**src/rtl/cpu_pkg.sv**
```systemverilog
// Shared CPU pipeline definitions: datapath widths, load funct3 encodings
// and the writeback stage state encoding.
package cpu_pkg;

  localparam int XLEN   = 32;
  localparam int REG_AW = 5;

  localparam logic [2:0] F3_LB  = 3'b000;
  localparam logic [2:0] F3_LH  = 3'b001;
  localparam logic [2:0] F3_LW  = 3'b010;
  localparam logic [2:0] F3_LBU = 3'b100;
  localparam logic [2:0] F3_LHU = 3'b101;

  typedef enum logic [1:0] {
    EMPTY    = 2'd0,
    WAIT_MEM = 2'd1,
    COMMIT   = 2'd2
  } wb_state_t;

endpackage

```
**src/rtl/load_align.sv**
```systemverilog
// Selects the addressed byte/halfword of a raw memory word and extends it
// according to the load funct3; unknown encodings yield zero and flag illegal.
module load_align #(
  parameter int XLEN = 32
) (
  input  logic [2:0]      funct3,
  input  logic [1:0]      addr_lo,
  input  logic [XLEN-1:0] rdata,
  output logic [XLEN-1:0] wdata,
  output logic            illegal
);
  import cpu_pkg::*;

  logic [7:0]  byte_val;
  logic [15:0] half_val;

  // Misaligned halfwords simply use addr_lo[1]; alignment traps live upstream.
  always_comb begin
    byte_val = rdata[{addr_lo, 3'b000} +: 8];
    half_val = addr_lo[1] ? rdata[31:16] : rdata[15:0];
    wdata    = '0;
    illegal  = 1'b0;
    case (funct3)
      F3_LB:   wdata = {{(XLEN-8){byte_val[7]}}, byte_val};
      F3_LBU:  wdata = {{(XLEN-8){1'b0}}, byte_val};
      F3_LH:   wdata = {{(XLEN-16){half_val[15]}}, half_val};
      F3_LHU:  wdata = {{(XLEN-16){1'b0}}, half_val};
      F3_LW:   wdata = rdata;
      default: illegal = 1'b1;
    endcase
  end

endmodule

```
**src/rtl/wb_stage.sv**
```systemverilog
// Writeback stage: holds one retiring instruction, waits for load data when
// needed, then writes the register file and bypass for one cycle.
module wb_stage #(
  parameter int XLEN   = 32,
  parameter int REG_AW = 5,
  parameter int CNT_W  = 64
) (
  input  logic              clk,
  input  logic              rst,
  input  logic              i_valid,
  output logic              o_ready,
  input  logic [REG_AW-1:0] i_rd,
  input  logic              i_rd_we,
  input  logic              i_is_load,
  input  logic [2:0]        i_funct3,
  input  logic [1:0]        i_addr_lo,
  input  logic [XLEN-1:0]   i_alu_result,
  input  logic              i_mem_rvalid,
  input  logic [XLEN-1:0]   i_mem_rdata,
  output logic              o_we,
  output logic [REG_AW-1:0] o_waddr,
  output logic [XLEN-1:0]   o_wdata,
  output logic              o_fwd_valid,
  output logic [REG_AW-1:0] o_fwd_rd,
  output logic [XLEN-1:0]   o_fwd_data,
  output logic              o_ld_busy,
  output logic [REG_AW-1:0] o_ld_rd,
  output logic [CNT_W-1:0]  o_instret,
  output logic              o_mem_err
);
  import cpu_pkg::*;

  wb_state_t         state;
  logic [REG_AW-1:0] held_rd;
  logic              held_rd_we;
  logic [2:0]        held_funct3;
  logic [1:0]        held_addr_lo;
  logic [XLEN-1:0]   held_wdata;
  logic [CNT_W-1:0]  instret;
  logic              mem_err;

  logic [XLEN-1:0]   align_wdata;
  logic              align_illegal;
  logic              accept;
  logic              in_commit;
  logic              commit_we;

  load_align #(.XLEN(XLEN)) u_load_align (
    .funct3  (held_funct3),
    .addr_lo (held_addr_lo),
    .rdata   (i_mem_rdata),
    .wdata   (align_wdata),
    .illegal (align_illegal)
  );

  assign o_ready = (state != WAIT_MEM);
  assign accept  = i_valid && o_ready;

  // A response arriving outside WAIT_MEM has no owner, so it only raises the sticky error.
  always_ff @(posedge clk) begin
    if (rst) begin
      state        <= EMPTY;
      held_rd      <= '0;
      held_rd_we   <= 1'b0;
      held_funct3  <= '0;
      held_addr_lo <= '0;
      held_wdata   <= '0;
      instret      <= '0;
      mem_err      <= 1'b0;
    end else begin
      case (state)
        EMPTY, COMMIT: begin
          if (state == COMMIT) begin
            instret <= instret + {{(CNT_W-1){1'b0}}, 1'b1};
          end
          if (i_mem_rvalid) begin
            mem_err <= 1'b1;
          end
          if (accept) begin
            held_rd    <= i_rd;
            held_rd_we <= i_rd_we;
            if (i_is_load) begin
              held_funct3  <= i_funct3;
              held_addr_lo <= i_addr_lo;
              state        <= WAIT_MEM;
            end else begin
              held_wdata <= i_alu_result;
              state      <= COMMIT;
            end
          end else begin
            state <= EMPTY;
          end
        end
        WAIT_MEM: begin
          if (i_mem_rvalid) begin
            held_wdata <= align_wdata;
            if (align_illegal) begin
              mem_err <= 1'b1;
            end
            state <= COMMIT;
          end
        end
        default: state <= EMPTY;
      endcase
    end
  end

  assign in_commit = (state == COMMIT);
  assign commit_we = in_commit && held_rd_we && (held_rd != '0);

  assign o_we        = commit_we;
  assign o_waddr     = in_commit ? held_rd : '0;
  assign o_wdata     = in_commit ? held_wdata : '0;
  assign o_fwd_valid = commit_we;
  assign o_fwd_rd    = in_commit ? held_rd : '0;
  assign o_fwd_data  = in_commit ? held_wdata : '0;
  assign o_ld_busy   = (state == WAIT_MEM);
  assign o_ld_rd     = (state == WAIT_MEM) ? held_rd : '0;
  assign o_instret   = instret;
  assign o_mem_err   = mem_err;

endmodule

```
**config.mk**
```make
export PLATFORM = sky130hd
export DESIGN_NAME = wb_stage
export DESIGN_NICKNAME = d
export VERILOG_FILES = /design/src/rtl/cpu_pkg.sv /design/src/rtl/load_align.sv /design/src/rtl/wb_stage.sv
export SDC_FILE = /design/constraint.sdc
export NUM_CORES = 1
export LEC_CHECK = 0
export ABC_CLOCK_PERIOD_IN_PS = 2750
export CAP_MARGIN = 10
export CORE_UTILIZATION = 25
export DETAILED_ROUTE_END_ITERATION = 8
export SLEW_MARGIN = 30
export SYNTH_ARGS = -nofsm -noshare
export SYNTH_HDL_FRONTEND = slang
export SYNTH_SLANG_ARGS = --single-unit
export TNS_END_PERCENT = 1
```
**constraint.sdc**
```tcl
create_clock -name clk -period 2.75 [get_ports clk]
set_input_delay 0.4125 -clock clk [delete_from_list [all_inputs] [get_ports clk]]
set_output_delay 0.4125 -clock clk [all_outputs]
set_load 0.01 [all_outputs]
```
After elaboration in Yosys (flattened, before gate mapping). Index checks and enable logic that the tools add are counted.

$add $sub $neg: 1. Equality and inequality tests: 12. Reduce and logical (&&, ||, !) cells: 14. Muxes and demuxes: 17. Shift-type cells: 1.

Operators by type and width (count): 32-bit case mux with 5 select lines (1); 32-bit 2-to-1 mux (4); 64-bit by 1-bit adder with 64-bit output, second input constant (1); 32-bit case mux with 2 select lines (1); 32-bit by 6-bit indexed part select with 8-bit output (1); 16-bit 2-to-1 mux (1); 5-bit 2-to-1 mux (2); 2-bit inequality test, second input constant (5); 4-bit AND reduction (2); 3-bit equality test, second input constant (2); 2-bit 2-to-1 mux (3); 5-bit nonzero test (1); 5-bit OR reduction (1); 2-bit case mux with 2 select lines (1); 2-bit AND reduction (2); 3-bit by 1-bit equality test with 1-bit output, second input constant (1); 3-bit by 2-bit equality test with 1-bit output, second input constant (1); 1-bit logical AND (3); 3-bit zero test (1); 1-bit 2-to-1 mux (3); 3-bit AND reduction (1); 2-bit by 1-bit equality test with 1-bit output, second input constant (1); 2-bit equality test, second input constant (1); 2-bit zero test (1); 4 further kinds (4).

Register bits after elaboration: 110. Logic and storage cells: 53.

Longest topological paths before layout. Gate-level depths: netlist of run 1.

Word-level depth: 5. Mapped depth: 9. Gate-level depth less buffers: 6.

Hierarchy. A second synthesis of run 1 with hierarchy kept.

Cells, all modules: 766. Area, all modules: 6566.3 µm².

Modules (own cells, without submodules): wb_stage (area an instance 5596.6 µm², times used 1, sequential area each 2202.1 µm², cells an instance 644); load_align (area an instance 969.7 µm², times used 1, sequential area each 0.0 µm², cells an instance 122).

Least setup slack after synthesis of run 1. No wires, ideal clock.

Kind: flip-flop to flip-flop. Start point: register instret[5] (netlist: o_instret[5]). End point: register instret[21] (netlist: o_instret[21]). Path slack: 0.733 ns. Setup time: 0.128 ns. Arrival time: 1.889 ns. Stages on the path, launching flop included: 7. Path buffers: 1. Cells stage by stage: dfxtp_1 nand4_2 or4_1 buf_2 or4_1 xor2_1 nor2_1.

Word-level cells in the longest chain between the ends: 1.

RTL lines: start: declaration (line wb_stage.sv:39) `logic [CNT_W-1:0] instret;`; start signal: assignment (line wb_stage.sv:74) `instret <= instret + {{(CNT_W-1){1'b0}}, 1'b1};`; 64-bit by 1-bit adder with 64-bit output (line wb_stage.sv:74).

No other way between the ends. A chain may end at the register's enable or synchronous reset.

Worst setup path in the final report of run 1.
Start point: register state[1]. End point: output port o_fwd_data[30].

Word-level cells in the longest chain between the ends: 2.

RTL lines: start: declaration (line wb_stage.sv:33) `wb_state_t state;`; start signal: assignment (line wb_stage.sv:62) `state <= EMPTY;`; start signal: assignment (line wb_stage.sv:85) `state <= WAIT_MEM;`; start signal: assignment (line wb_stage.sv:88) `state <= COMMIT;`; 2-bit equality test (line wb_stage.sv:108) `assign in_commit = (state == COMMIT);`; 32-bit 2-to-1 mux (line wb_stage.sv:116) `assign o_fwd_data = in_commit ? held_wdata : '0;`; end: declaration (line wb_stage.sv:25) `output logic [XLEN-1:0] o_fwd_data,`.

No other way between the ends.

==> results.md, run 1 <==
- Final wirelength: about 22 mm
- Routed Antenna Nets: 0
- Nature of the critical path endpoint: output pin
- Max Cap Violations: 0
- Commonest cells after routing, fill and taps aside: clkdlybuf4s50_1 (226), dfxtp_1 (110), nor2_1 (71)
- Maximum vdd drop: around 0.22 mV
- Post_cts resized: 0
- Vias: 6,275
- Core Area: 23,500 um2
- Maximum root-to-sink buffer count: 2
- Hold Startpoint: held_rd_we$_SDFFE_PP0P_
- Switching Share: 26.6%
- Finished Core Util: 36.9%
- RSZ-0062 raised after global routing: false
- Fmax achieved: 384 MHz
- Antenna cells: 0
- Clock tree root driver cell: clkbuf_16
- Initial Utilization: approximately a quarter
- First-pass GRT wire length: 32.5 mm
- Max stage delay on crit path: ~0.58 ns
- Critical-path maximum fanout: 33
- Post-route minimum period: between 2 and 3 ns
- Comb power frac: 15.3%
- Cell variety after synth: 54
- Crit path max-delay family: buffers and inverters
- Worst path slowest cell: clkdlybuf4s50_1
- Cts hold-fix bufs: 0
- Reg clk slew, reported paths: around 0.080 ns
- Reg2reg path depth: 5
- Drt wl/cell: between 15 and 20 um
- Mean Syn Cell Area: approximately 8.0 um2
- Post-synth EDFFs: 0
- DP HPWL: 16.0 mm
- Overall power: ~0.0035 W
- Final Max Slew Viols: 0
- Vias in the first global route: 5,674
- Worst r2r src: state[1]$_SDFFE_PP0N_
- Post-Layout Inst Area: approximately 8700 um2
- Setup slack, reg-to-reg: 0.44 ns
- Critical path data required time: 2.34 ns
- Hold Path Class: flip-flop to flip-flop
- Worst hold stages: 2
- DR DRC count: 0
- CTS tree: built
- P_leak: 2.93 nW
- Max Clock Skew: 0.0128 ns
- Tcrit/Tclk final: 94.6%
- P per Cell Area: between 400 and 500 nW/um2
- Port Buffer Count: 227
- Slew HR: 56.6%
- Post-place instance area: around 8400 um2
- GRT Util Overall: 17.1%
- Yosys warns: 0
- CP cell instances: nor2b_2 > buf_4 > and2_1 > clkdlybuf4s50_1
- Die area: 24,600 um2
- Post-CTS Setup Bufs: 0
- Synth async-reset ratio: 0%
- Worst slew pin tran: 0.642 ns
- P_int: 0.00256 W
- CTS Sinks: 110
- Post-Syn Nets: 828
- Synth Flop Type: dfxtp_1
- Htree depth: 3
- Synthesized cell area: 6000 um2
- Share of cells above drive strength 1: 6.07%
- Die Height: 157 um
- Critical path launch point type: flip-flop
- Outcome: completed
- Yosys reg bits: between 100 and 150
- TritonRoute pass-1 iters: 5
- P_sw: 0.000928 W
- Largest net degree at the start of global routing: 70
- GPL Wtd Cong: ~0.89
- CTS Buf Count: 9
- FF-to-FF End: o_instret[21]$_SDFFE_PP0P_
- Mapped Cells: ~750
- Critical path start-end classification: flip-flop to output pin
- Final Hold Viols: 0
- Antenna violations before repair: 0
- Global route overflow: 0
- Commonest non-fill, non-tap cell in the layout: clkdlybuf4s50_1
- Fin nets: 999
- WHS Endpoint: held_rd_we$_SDFFE_PP0P_
- Endpoints failing setup: 0
- Buf+Inv Stages, Crit Path: 2
- CP arrival: 2.19 ns
- Io pins: ~230
- Layout area overhead: 44.5%
- Clock network fraction of total power: 36.6%
- Setup Total Neg Slack: 0 ns
- Seq pwr share: 48.1%
- Chip width: 157 um
- Sequential area share after synthesis: 36.7%
- Std-Cell Rows: 56
- DR vias/cell: 5.05
- Initial DRC count: 420
- Clock latency on the worst-skew pair: 0.35 ns
-- tightest hold or removal path: stages (launching register included) --
cell and delay, ns:
dfxtp_1 0.32, nand2_1 0.05, a21oi_1 0.05
-- flip-flops by register name, indices dropped and copies added, names as in the netlist --
name,count
held_addr_lo,2
held_funct3,3
held_rd,5
held_rd_we,1
held_wdata,32
o_instret,64
o_mem_err,1
state,2
-- power by group through the flow --
| stage | clock [W] | sequential [W] | combinational, W |
|---|---|---|---|
| floorplan | 0 | 0.00170 | 0.000279 |
| global placement | 0 | 0.00171 | 0.000529 |
| detailed placement | 0 | 0.00171 | 0.000530 |
| CTS | 0.00131 | 0.00168 | 0.000533 |
| global route | 0.00137 | 0.00168 | 0.000575 |
| finish | 0.00128 | 0.00168 | 0.000534 |
-- cells in the mapped netlist, types with 2 or more instances --
| library cell | n | area, um2 |
|---|---|---|
| a221oi_1 | 24 | 210 |
| nand4_2 | 2 | 25.0 |
| or4_1 | 11 | 82.6 |
| and3_1 | 13 | 81.3 |
| nand3_1 | 34 | 170 |
| o22ai_1 | 8 | 50.1 |
| buf_1 | 2 | 7.51 |
| xor2_1 | 19 | 166 |
| nand4_1 | 24 | 150 |
| nand2b_1 | 4 | 25.0 |
| xnor2_1 | 18 | 158 |
| buf_2 | 6 | 30.0 |
| mux2_2 | 7 | 78.8 |
| clkbuf_1 | 42 | 158 |
| nand2_1 | 68 | 255 |
| a222oi_1 | 6 | 60.1 |
| a211oi_1 | 7 | 52.6 |
| a2bb2oi_1 | 7 | 61.3 |
| a21oi_1 | 50 | 250 |
| nor4_1 | 10 | 62.6 |
| mux2i_1 | 2 | 20.0 |
| and2_1 | 50 | 313 |
| o31ai_1 | 8 | 60.1 |
| inv_1 | 6 | 22.5 |
| nor2_1 | 71 | 267 |
| or3_1 | 16 | 100 |
| nor3_1 | 24 | 120 |
| nand4b_1 | 5 | 43.8 |
| and4_1 | 9 | 78.8 |
| o21ai_0 | 19 | 95.1 |
| dfxtp_1 | 110 | 2200 |
| nor2b_1 | 6 | 37.5 |
| buf_4 | 38 | 285 |
-- per-stage QoR --
step | hold slack (ns) | worst slack [ns] | cells
floorplan | 0.437 | 0.733 | 747
global placement | 0.450 | 0.354 | 1226
detailed placement | 0.455 | 0.306 | 1226
CTS | 0.466 | 0.0955 | 1242
global route | 0.498 | 0.00493 | 1242
finish | 0.464 | 0.148 | 1242
-- final cells by class --
| type | count | area (um2) |
|---|---|---|
| Timing Repair Buffer | 249 | 2460 |
| Tap cell | 319 | 399 |
| Clock buffer | 12 | 246 |
| Inverter | 6 | 22.5 |
| Clock inverter | 4 | 30.0 |
| Fill cell | 2428 | 14800 |
| Multi-Input combinational cell | 542 | 3300 |
| Sequential cell | 110 | 2200 |
-- how the worst max path moves through the flow --
stage / from / to / slack [ns] / cells after the start
after floorplan: o_instret[5]$_SDFFE_PP0P_ / o_instret[21]$_SDFFE_PP0P_ / 0.73 / 6
after global placement: i_mem_rdata[23] / held_wdata[19]$_SDFFE_PP0P_ / 0.35 / 7
after detailed placement: i_mem_rdata[31] / held_wdata[17]$_SDFFE_PP0P_ / 0.31 / 7
after CTS: state[1]$_SDFFE_PP0N_ / o_wdata[14] / 0.1 / 4
after global routing: state[1]$_SDFFE_PP0N_ / o_wdata[14] / 0.005 / 4
final: state[1]$_SDFFE_PP0N_ / o_fwd_data[30] / 0.15 / 4
-- logic make-up (layout without fill, tap and decap cells) --
logic type	Yosys count	in the layout	share of synthesized area, %
AO/OA/AOI/OAI	139	139	15.5
XOR/XNOR	37	37	5.40
adder cells (fa/ha/maj)	1	1	0.209
buffers and inverters	95	271	8.47
flip-flops	110	110	36.7
multiplexers	10	10	2.02
AND/OR/NAND/NOR	355	355	31.6
-- layer usage --
layer / global-route usage (%) / vias to the layer above / share of wire, %
li1: - / 3001 / -
met1: 21.4 / 2959 / 42
met3: 3.66 / 30 / 8.4
met5: 0 / - / 0
met4: 7.05 / 0 / 2.9
met2: 28.3 / 285 / 46
Power figures use the tool's default switching activity.
==> run 2, diff against run 1 <==
ABC_CLOCK_PERIOD_IN_PS = unset   (was 2750)
clock period = 2.77 ns   (was 2.75 ns; I/O delays follow)
==> results.md, run 2 (same netlist as run 1, synthesis figures left out) <==
- First-pass GRT wire length: 32.9 mm (was 32.5 mm)
- Commonest cells after routing, fill and taps aside: clkdlybuf4s50_1 (226), dfxtp_1 (110), nor2_1 (71) (unchanged)
- Vias: 6,278 (was 6,275)
- Maximum vdd drop: 0.236 mV (was 0.221 mV)
- Layout area overhead: 44.4% (was 44.5%)
- Overall power: 0.00346 W (was 0.00349 W)
- Antenna cells: 0 (unchanged)
- Final Hold Viols: 0 (unchanged)
- TritonRoute pass-1 iters: 5 (unchanged)
- Worst slew pin tran: 0.716 ns (was 0.642 ns)
- Largest net degree at the start of global routing: 70 (unchanged)
- GRT Util Overall: 17.3% (was 17.1%)
- Post-CTS Setup Bufs: 0 (unchanged)
- Chip width: 157 um (unchanged)
- Slew HR: 51.6% (was 56.6%)
- GPL Wtd Cong: 0.928 (was 0.894)
- Buf+Inv Stages, Crit Path: 2 (unchanged)
- CTS Sinks: 110 (unchanged)
- Worst path slowest cell: clkdlybuf4s50_1 (unchanged)
- Reg clk slew, reported paths: 0.08 ns (about the same)
- Final wirelength: 21.7 mm (was 21.8 mm)
- Critical-path maximum fanout: 33 (unchanged)
- Endpoints failing setup: 0 (unchanged)
- Maximum root-to-sink buffer count: 2 (unchanged)
- Routed Antenna Nets: 0 (unchanged)
- Drt wl/cell: 17.5 um (about the same)
- Nature of the critical path endpoint: output pin (unchanged)
- Die Height: 157 um (unchanged)
- Commonest non-fill, non-tap cell in the layout: clkdlybuf4s50_1 (unchanged)
- Htree depth: 3 (unchanged)
- Hold Path Class: flip-flop to flip-flop (unchanged)
- P per Cell Area: 400 nW/um2 (was 402 nW/um2)
- Crit path max-delay family: buffers and inverters (unchanged)
- Max Cap Violations: 0 (unchanged)
- DR DRC count: 0 (unchanged)
- Antenna violations before repair: 0 (unchanged)
- CTS Buf Count: 9 (unchanged)
- Dpl cells: 1,225 (was 1,226)
- Initial DRC count: 318 (was 420)
- Cts hold-fix bufs: 0 (unchanged)
- Final Max Slew Viols: 0 (unchanged)
- P_leak: 2.92 nW (was 2.93 nW)
- Die area: 24,600 um2 (unchanged)
- RSZ-0062 raised after global routing: false (unchanged)
- Initial Utilization: 25.5% (unchanged)
- Final std cells w/o fill: 1,241 (was 1,242)
- Max stage delay on crit path: 0.57 ns (was 0.58 ns)
- Post-place instance area: 8380 um2 (was 8390 um2)
- Clock tree root driver cell: clkbuf_16 (unchanged)
- Post-Layout Inst Area: 8660 um2 (about the same)
- Std-Cell Rows: 56 (unchanged)
- Post_cts resized: 0 (unchanged)
- Port Buffer Count: 227 (unchanged)
- DP HPWL: 16.1 mm (was 16.0 mm)
- Finished Core Util: 36.9% (about the same)
- CP cell instances: nor2b_2 > buf_4 > and2_1 > clkdlybuf4s50_1 (unchanged)
- Vias in the first global route: 5,813 (was 5,674)
- CP arrival: 2.19 ns (about the same)
- Post-route minimum period: 2.61 ns
- Fmax achieved: roughly 380 MHz
- Io pins: 228 (unchanged)
- Max Clock Skew: 0.00924 ns (was 0.0128 ns)
- Global route overflow: 0 (unchanged)
- Fin nets: 998 (was 999)
- CTS tree: built (unchanged)
- Critical path start-end classification: flip-flop to output pin (unchanged)
- Clock latency on the worst-skew pair: 0.36 ns (was 0.35 ns)
- Outcome: completed (unchanged)
- Critical path data required time: 2.35 ns (was 2.34 ns)
- DR vias/cell: 5.06 (was 5.05)
- Critical path launch point type: flip-flop (unchanged)
- Max reg flops: 64 (unchanged)
- Share of cells above drive strength 1: 5.97% (was 6.07%)
- Core Area: 23,500 um2 (unchanged)
- Tcrit/Tclk final: 94.2%
- Setup Total Neg Slack: 0 ns (unchanged)
==> run 2: layout make-up <==
| cell class | instances | area (um2) |
|---|---|---|
| Clock buffer | 12 | 246 |
| Clock inverter | 4 | 30.0 |
| Fill cell | 2460 | 14800 |
| Inverter | 6 | 22.5 |
| Multi-Input combinational cell | 542 | 3300 |
| Sequential cell | 110 | 2200 |
| Tap cell | 319 | 399 |
| Timing Repair Buffer | 248 | 2450 |
==> run 2: final timing paths <==
path         slack [ns]                 startpoint                          to  cells past startpoint
max                0.16      state[1]$_SDFFE_PP0N_                 o_wdata[15]                      4
min                0.46    held_rd_we$_SDFFE_PP0P_     held_rd_we$_SDFFE_PP0P_                      2
max reg2reg        0.47  o_instret[0]$_SDFFE_PP0P_  o_instret[42]$_SDFFE_PP0P_                      6
min reg2reg        0.46    held_rd_we$_SDFFE_PP0P_     held_rd_we$_SDFFE_PP0P_                      2
==> run 2: report_power, final <==
part	internal (W)	total, W	switching (W)	leakage (nW)
registers	0.00163	0.00166	0.0000334	0.894
logic	0.000266	0.000528	0.000262	1.89
clock network	0.000641	0.00127	0.000631	0.133
total	0.00254	0.00346	0.000926	2.92
==> run 2: per-layer routing <==
metal / vias up / global-route usage [%] / share of wire [%]
met4: 0 / 8.54 / 3.6
met1: 2964 / 21.3 / 42
met5: - / 0 / 0
li1: 3000 / - / -
met2: 276 / 28.8 / 46
met3: 38 / 3.43 / 7.8
==> run 2: tightest hold or removal path, cell delays in order, from the launching register on <==
cell and delay [ns]:
dfxtp_1 0.32, nand2_1 0.05, a21oi_1 0.05
==> run 2: stage by stage <==
stage / hold WS, ns / setup slack (ns)
floorplan: 0.437 / 0.753
global placement: 0.451 / 0.350
detailed placement: 0.457 / 0.280
CTS: 0.468 / 0.120
global route: 0.491 / 0.0233
finish: 0.464 / 0.161
